$ cat config.mk
export PLATFORM = sky130hd
export DESIGN_NAME = regfile_mp_flat
export DESIGN_NICKNAME = d
export VERILOG_FILES = /design/src/rtl/core_pkg.sv /design/src/rtl/regfile_mp_if.sv /design/src/rtl/regfile_scoreboard.sv /design/src/rtl/regfile_mp.sv /design/src/flat_wrapper.sv
export SDC_FILE = /design/constraint.sdc
export NUM_CORES = 2
export LEC_CHECK = 0
export ABC_CLOCK_PERIOD_IN_PS = 2600
export BUFFER_PORTS_ARGS = -buffer_cell sky130_fd_sc_hd__buf_2
export CAP_MARGIN = 15
export CORE_MARGIN = 1.5
export CORE_UTILIZATION = 35
export DETAILED_ROUTE_END_ITERATION = 7
export PLACE_DENSITY = 0.58
export SLEW_MARGIN = 0
export SYNTH_ARGS = -nofsm -noshare
export SYNTH_HDL_FRONTEND = slang
export SYNTH_HIERARCHICAL = 1
export SYNTH_SLANG_ARGS = --single-unit
$ cat constraint.sdc
create_clock -name clk -period 2.6 [get_ports clk]
set_clock_uncertainty 0.05 [all_clocks]
set_input_delay 0.26 -clock clk [delete_from_list [all_inputs] [get_ports clk]]
set_output_delay 0.26 -clock clk [all_outputs]
set_load 0.03 [all_outputs]
$ cat src/rtl/core_pkg.sv
// Shared core types and defaults for the integer register file slice.
package core_pkg;

    localparam int XLEN_DEFAULT  = 32;
    localparam int NREGS_DEFAULT = 32;
    localparam int AW_DEFAULT    = $clog2(NREGS_DEFAULT);

    typedef logic [AW_DEFAULT-1:0]   reg_addr_t;
    typedef logic [XLEN_DEFAULT-1:0] xlen_t;

    localparam reg_addr_t REG_ZERO = '0;

endpackage

$ cat src/rtl/regfile_mp_if.sv
// Register-file bus: read ports, write ports, issue/scoreboard and flush signals.
interface regfile_mp_if #(
    parameter int XLEN   = 32,
    parameter int NREGS  = 32,
    parameter int NUM_RD = 2,
    parameter int NUM_WR = 1
);
    localparam int AW = $clog2(NREGS);

    logic [NUM_RD*AW-1:0]   rs_addr;
    logic [NUM_RD*XLEN-1:0] rs_data;
    logic [NUM_RD-1:0]      rs_busy;
    logic [NUM_WR-1:0]      wr_en;
    logic [NUM_WR*AW-1:0]   wr_addr;
    logic [NUM_WR*XLEN-1:0] wr_data;
    logic                   iss_valid;
    logic [AW-1:0]          iss_rd;
    logic [NREGS-1:0]       busy_vec;
    logic                   flush;

    modport master (
        output rs_addr, wr_en, wr_addr, wr_data, iss_valid, iss_rd, flush,
        input  rs_data, rs_busy, busy_vec
    );

    modport slave (
        input  rs_addr, wr_en, wr_addr, wr_data, iss_valid, iss_rd, flush,
        output rs_data, rs_busy, busy_vec
    );

endinterface

$ cat src/rtl/regfile_scoreboard.sv
// Per-register busy scoreboard: flush > issue set > writeback clear > hold.
module regfile_scoreboard
    import core_pkg::*;
#(
    parameter int NREGS  = 32,
    parameter int NUM_RD = 2,
    parameter int NUM_WR = 1
) (
    input  logic                          clk,
    input  logic                          rst_n,
    input  logic                          i_flush,
    input  logic                          i_iss_valid,
    input  logic [$clog2(NREGS)-1:0]      i_iss_rd,
    input  logic [NUM_WR-1:0]             i_wr_en,
    input  logic [NUM_WR*$clog2(NREGS)-1:0] i_wr_addr,
    input  logic [NUM_RD*$clog2(NREGS)-1:0] i_rs_addr,
    input  logic [NUM_RD-1:0]             i_fwd_hit,
    output logic [NUM_RD-1:0]             o_rs_busy,
    output logic [NREGS-1:0]              o_busy_vec
);
    localparam int AW = $clog2(NREGS);

    logic [NREGS-1:0] r_busy;
    logic [NREGS-1:0] w_busy_nxt;

    always_comb begin
        w_busy_nxt = r_busy;
        if (i_flush) begin
            w_busy_nxt = '0;
        end else begin
            for (int unsigned j = 0; j < NUM_WR; j++) begin
                if (i_wr_en[j]) w_busy_nxt[i_wr_addr[j*AW +: AW]] = 1'b0;
            end
            // Applied after the clears so a new producer beats a same-cycle writeback.
            if (i_iss_valid) w_busy_nxt[i_iss_rd] = 1'b1;
        end
        w_busy_nxt[REG_ZERO] = 1'b0;
    end

    always_ff @(posedge clk or negedge rst_n) begin
        if (!rst_n) r_busy <= '0;
        else        r_busy <= w_busy_nxt;
    end

    always_comb begin
        o_rs_busy = '0;
        for (int unsigned i = 0; i < NUM_RD; i++) begin
            o_rs_busy[i] = r_busy[i_rs_addr[i*AW +: AW]] & ~i_fwd_hit[i];
        end
    end

    assign o_busy_vec = r_busy;

endmodule

$ cat src/rtl/regfile_mp.sv
// Multi-port integer register file with optional write-to-read bypass and busy scoreboard.
module regfile_mp
    import core_pkg::*;
#(
    parameter int XLEN   = XLEN_DEFAULT,
    parameter int NREGS  = NREGS_DEFAULT,
    parameter int NUM_RD = 2,
    parameter int NUM_WR = 1,
    parameter int BYPASS = 1
) (
    input logic        clk,
    input logic        rst_n,
    regfile_mp_if.slave bus
);
    localparam int AW = $clog2(NREGS);

    logic [XLEN-1:0]   r_regs [NREGS];
    logic [AW-1:0]     w_rs_addr [NUM_RD];
    logic [AW-1:0]     w_wr_addr [NUM_WR];
    logic [XLEN-1:0]   w_wr_data [NUM_WR];
    logic [XLEN-1:0]   w_rs_data [NUM_RD];
    logic [NUM_RD-1:0] w_fwd_hit;

    for (genvar i = 0; i < NUM_RD; i++) begin : g_rd
        assign w_rs_addr[i] = bus.rs_addr[i*AW +: AW];
        assign bus.rs_data[i*XLEN +: XLEN] = w_rs_data[i];
    end

    for (genvar j = 0; j < NUM_WR; j++) begin : g_wr
        assign w_wr_addr[j] = bus.wr_addr[j*AW +: AW];
        assign w_wr_data[j] = bus.wr_data[j*XLEN +: XLEN];
    end

    // Later ports overwrite earlier ones, so the highest index wins a collision.
    always_ff @(posedge clk or negedge rst_n) begin
        if (!rst_n) begin
            for (int unsigned r = 0; r < NREGS; r++) r_regs[r] <= '0;
        end else begin
            for (int unsigned j = 0; j < NUM_WR; j++) begin
                if (bus.wr_en[j] && (w_wr_addr[j] != AW'(REG_ZERO))) begin
                    r_regs[w_wr_addr[j]] <= w_wr_data[j];
                end
            end
        end
    end

    // Forwarding is suppressed during reset so outputs read zero immediately.
    always_comb begin
        w_fwd_hit = '0;
        for (int unsigned i = 0; i < NUM_RD; i++) begin
            w_rs_data[i] = r_regs[w_rs_addr[i]];
            if ((BYPASS != 0) && rst_n && (w_rs_addr[i] != AW'(REG_ZERO))) begin
                for (int unsigned j = 0; j < NUM_WR; j++) begin
                    if (bus.wr_en[j] && (w_wr_addr[j] == w_rs_addr[i])) begin
                        w_fwd_hit[i] = 1'b1;
                        w_rs_data[i] = w_wr_data[j];
                    end
                end
            end
            if (w_rs_addr[i] == AW'(REG_ZERO)) w_rs_data[i] = '0;
        end
    end

    regfile_scoreboard #(
        .NREGS  (NREGS),
        .NUM_RD (NUM_RD),
        .NUM_WR (NUM_WR)
    ) u_scoreboard (
        .clk         (clk),
        .rst_n       (rst_n),
        .i_flush     (bus.flush),
        .i_iss_valid (bus.iss_valid),
        .i_iss_rd    (bus.iss_rd),
        .i_wr_en     (bus.wr_en),
        .i_wr_addr   (bus.wr_addr),
        .i_rs_addr   (bus.rs_addr),
        .i_fwd_hit   (w_fwd_hit),
        .o_rs_busy   (bus.rs_busy),
        .o_busy_vec  (bus.busy_vec)
    );

endmodule
$ cat src/flat_wrapper.sv
// flat-port wrapper written by rule: the top's interface ports become plain ports
module regfile_mp_flat import core_pkg::*;
#(
    parameter int XLEN   = XLEN_DEFAULT,
    parameter int NREGS  = NREGS_DEFAULT,
    parameter int NUM_RD = 2,
    parameter int NUM_WR = 1,
    parameter int BYPASS = 1
)
  (clk, rst_n, bus_rs_addr, bus_wr_en, bus_wr_addr, bus_wr_data, bus_iss_valid, bus_iss_rd, bus_flush, bus_rs_data, bus_rs_busy, bus_busy_vec);
  regfile_mp_if #(.XLEN(XLEN), .NREGS(NREGS), .NUM_RD(NUM_RD), .NUM_WR(NUM_WR)) bus_i ();
  input logic clk;
  input logic rst_n;
  input wire logic [$bits(bus_i.rs_addr)-1:0] bus_rs_addr;
  input wire logic [$bits(bus_i.wr_en)-1:0] bus_wr_en;
  input wire logic [$bits(bus_i.wr_addr)-1:0] bus_wr_addr;
  input wire logic [$bits(bus_i.wr_data)-1:0] bus_wr_data;
  input wire logic [$bits(bus_i.iss_valid)-1:0] bus_iss_valid;
  input wire logic [$bits(bus_i.iss_rd)-1:0] bus_iss_rd;
  input wire logic [$bits(bus_i.flush)-1:0] bus_flush;
  output wire logic [$bits(bus_i.rs_data)-1:0] bus_rs_data;
  output wire logic [$bits(bus_i.rs_busy)-1:0] bus_rs_busy;
  output wire logic [$bits(bus_i.busy_vec)-1:0] bus_busy_vec;
  assign bus_i.rs_addr = bus_rs_addr;
  assign bus_i.wr_en = bus_wr_en;
  assign bus_i.wr_addr = bus_wr_addr;
  assign bus_i.wr_data = bus_wr_data;
  assign bus_i.iss_valid = bus_iss_valid;
  assign bus_i.iss_rd = bus_iss_rd;
  assign bus_i.flush = bus_flush;
  assign bus_rs_data = bus_i.rs_data;
  assign bus_rs_busy = bus_i.rs_busy;
  assign bus_busy_vec = bus_i.busy_vec;
  regfile_mp #(.XLEN(XLEN), .NREGS(NREGS), .NUM_RD(NUM_RD), .NUM_WR(NUM_WR), .BYPASS(BYPASS)) u_core (.clk(clk), .rst_n(rst_n), .bus(bus_i));
endmodule
==> summary.md <==
| Metric | Value |
|---|---|
| Number of global-route vias before repair | 41500 |
| Arrival @ worst endpoint | 2.52 ns |
| Core Area | 0.163 mm² |
| Worst reg2reg path startpoint | u_core/u_scoreboard/o_busy_vec[17] |
| Number of CTS-inserted buffers | 111 |
| Sequential fraction of the synthesis area | 0.458 |
| Final Cell Area | 0.0698 mm² |
| Row cnt | 148 |
| I/O pins | 155 |
| Unique masters post-synth | 53 |
| Run status | finished, violations left |
| Final wirelength | 196000 µm |
| CP Buf/Inv Count | 1 |
| Final setup viols | 66 |
| Vias after detailed routing | 40300 |
| Root Buffer | clkbuf_16 |
| Net Count, Synth | 4211 |
| Final non-filler cell total | 6622 |
| Family with the most delay on the worst path | compound AO/OA/AOI/OAI gates |
| Slack of the critical path | -0.232 ns |
| Drt pass-1 iters | 6 |
| Levels on crit path | 5 |
| Failing checks | setup timing |
| Crit share post-route | 1.09 |
| Worst-path clk slew | 0.06 ns |
| Tmin final | 2.83 ns |
| Pwr Density | 731 mW/mm² |
| Wirelength per Cell | 29.7 µm |
| Worst hold path class | in2reg |
| Register area | 0.0264 mm² |
| Area of the die | 0.167 mm² |
| Avg Vias per Cell | 6.09 |
| Leak | 0.0300 µW |
| Ys flop type | dfrtp_1 |
| Final Hold Slack | 0.0616 ns |
| GR Util All Layers | 0.233 |
| Final-report hold violation count | 0 |
| Worst setup EP type | output port |
| Highest-delay cell along the critical path | mux4_2 |
| R2R depth | 4 |
| CTS H-Tree Depth | 3 |
| Ys async rst share | 1.00 |
| Die width | 409 µm |
| RSZ-0062 raised after global routing | yes |
| Max Fclk | 0.353 GHz |
| Area of the multi-input gates | 0.0305 mm² |
| Reg-to-reg endpoint | u_core/u_scoreboard/o_busy_vec[17] |
| Hold-critical path depth | 5 |
| CP Launch Type | flop |
| CTS Sinks | 1055 |
| Crit path kind | reg2out |
| Yosys reg bits | 1055 |
| Fillers | 14600 |
| Initial Util | 0.353 |
| TritonCTS clock tree | built |
| Post-DP HPWL | 120000 µm |
| Layout cells sized above 1 | 0.540 |
| Total power | 51000 µW |
| Average instance area after synthesis | 13.9 µm² |
| Cells along the critical path | mux4_2 > a21oi_2 > o21ai_2 > a221o_1 > buf_6 |
| Crit-path max FO | 3 |
| IO buf count | 153 |
| Worst rel slew slack | 0.344 |
| Synth-to-layout area growth | 21.2% |
| DR DRC count | 0 |
| First-pass GRT wire length | 292000 µm |
| Crit path required time | 2.29 ns |
| DP Area | 0.0635 mm² |
| Initial antenna violation count | 8 |
| Placed cells | 6374 |
| Cells after synthesis | 4154 |
| Largest net degree at the start of global routing | 161 |
| Buffer depth of the longest clock path | 3 |
| Post-synthesis cell area | 0.0576 mm² |
| DR iter-0 viols | 3210 |
| Ys Warns | 6 |
| Sink of the worst hold path | u_core/u_scoreboard/o_busy_vec[24] |
| TNS Setup | -7.14 ns |
| # Max-Cap Violations | 0 |
| Post-route ant nets | 0 |
| GPL Wtd Cong | 0.835 |
| Pins Over Slew Limit | 0 |
| Hold_sp | bus_iss_valid |
| R2R setup slack | 1.11 ns |
| Die height | 409 µm |
| Clock latency at the later pin of the worst-skew pair | 0.73 ns |
| Peak supply drop | 0.726 mV |
| Slowest stage delay, CP | 0.51 ns |
| Remaining Overflow, GRT | 0 |
| EDFF count, synth | 0 |
| Worst Tran Pin Value | 0.985 ns |
| Final net count | 4408 |
==> cell families (layout without fill, tap and decap cells) <==
| logic type | after synthesis | after routing | synth area share |
|---|---|---|---|
| xor gates and xnor gates | 8 | 8 | 0.00148 |
| muxes | 1724 | 1724 | 0.393 |
| buffers and inverters | 477 | 768 | 0.0411 |
| DFF | 1055 | 1055 | 0.458 |
| AOI/OAI and AO/OA | 648 | 648 | 0.0834 |
| and+or+nand+nor | 241 | 241 | 0.0223 |
| other | 1 | 3 | 0.0000651 |
==> cell type report <==
type / instances / area share
Inverter: 4 / 0.000251
Tap cell: 2175 / 0.0390
Clock inverter: 47 / 0.0115
Timing Repair Buffer: 557 / 0.0870
Antenna cell: 2 / 0.0000717
Sequential cell: 1055 / 0.378
Multi-Input combinational cell: 2622 / 0.437
Clock buffer: 160 / 0.0475
==> worst reg2reg max path, stage by stage, from the launching register on <==
cell,delay [ns]
dfrtp_2,0.42
buf_4,0.15
o21ai_0,0.07
a21oi_1,0.09
dlygate4sd3_1,0.58
==> state kept, by name, summed over array words and instances (netlist names) <==
signal	cells
u_core/r_regs	1024
u_core/u_scoreboard/o_busy_vec	31
==> metrics by stage <==
stage / utilization / worst slack (ns)
6_report: 0.428 / -0.232
5_1_grt: 0.428 / -0.262
4_1_cts: 0.424 / -0.286
3_5_place_dp: 0.389 / -0.215
3_3_place_gp: 0.389 / -0.246
2_1_floorplan: - / 0.293
==> power breakdown <==
part / switching, µW / total [µW] / internal [µW]
Combinational: 5070 / 11300 / 6240
Sequential: 2330 / 21800 / 19500
Clock: 7030 / 17900 / 10900
Total: 14400 / 51000 / 36600
==> placed cells by master (no fill, tap or decap), drive strengths merged, types with 5 or more instances in the layout <==
master and count:
bufinv 21, nor3b 7, xnor2 7, nor2b 6, a211oi 32, nand2 57, nand3b 43, o21ai 158
nor3 38, mux4 332, a221oi 159, a21oi 101, and3 5, a31oi 32, dfrtp 1055, a211o 30
buf 535, nor2 29, clkinv 20, nand3 41, mux2 995, inv 7, clkbuf 160, mux2i 397
a221o 66, dlygate4sd3 22, a22oi 65
==> how the worst max path moves through the flow <==
stage	endpoint	startpoint
final	bus_rs_data[6]	u_core/r_regs[262]
after CTS	bus_rs_data[9]	u_core/r_regs[905]
after global routing	bus_rs_data[11]	u_core/r_regs[395]
after detailed placement	bus_rs_data[26]	bus_rs_addr[0]
after global placement	bus_rs_data[28]	bus_rs_addr[0]
after floorplan	bus_rs_data[35]	bus_rs_addr[6]
==> per-layer routing <==
metal / global-route usage / share of wire
met5: 0 / 0.00012
met3: 0.0318 / 0.060
met2: 0.384 / 0.48
met4: 0.0841 / 0.036
met1: 0.313 / 0.42
==> cells in the mapped netlist (all sizes together), types with 5 or more instances <==
master	n	share of area
a211o	30	0.0046
a211oi	32	0.0042
a21oi	101	0.0088
a221o	66	0.011
a221oi	159	0.027
a22oi	65	0.0085
a31oi	32	0.0035
and3	5	0.00054
buf	236	0.025
clkbuf	237	0.016
dfrtp	1055	0.46
mux2	995	0.19
mux2i	397	0.069
mux4	332	0.13
nand2	57	0.0037
nand3	41	0.0036
nand3b	43	0.0056
nor2	29	0.0019
nor2b	6	0.00065
nor3	38	0.0033
nor3b	7	0.00091
o21ai	158	0.014
xnor2	7	0.0013
==> timing repair <==
action	in CTS	in global routing
hold buffers	22	0
buffers inserted	29	9
setup endpoints to repair	66	66
endpoints found under the hold margin	280	0
pin swaps	156	75
resized for setup	377	115
Power figures use the tool's default switching activity.
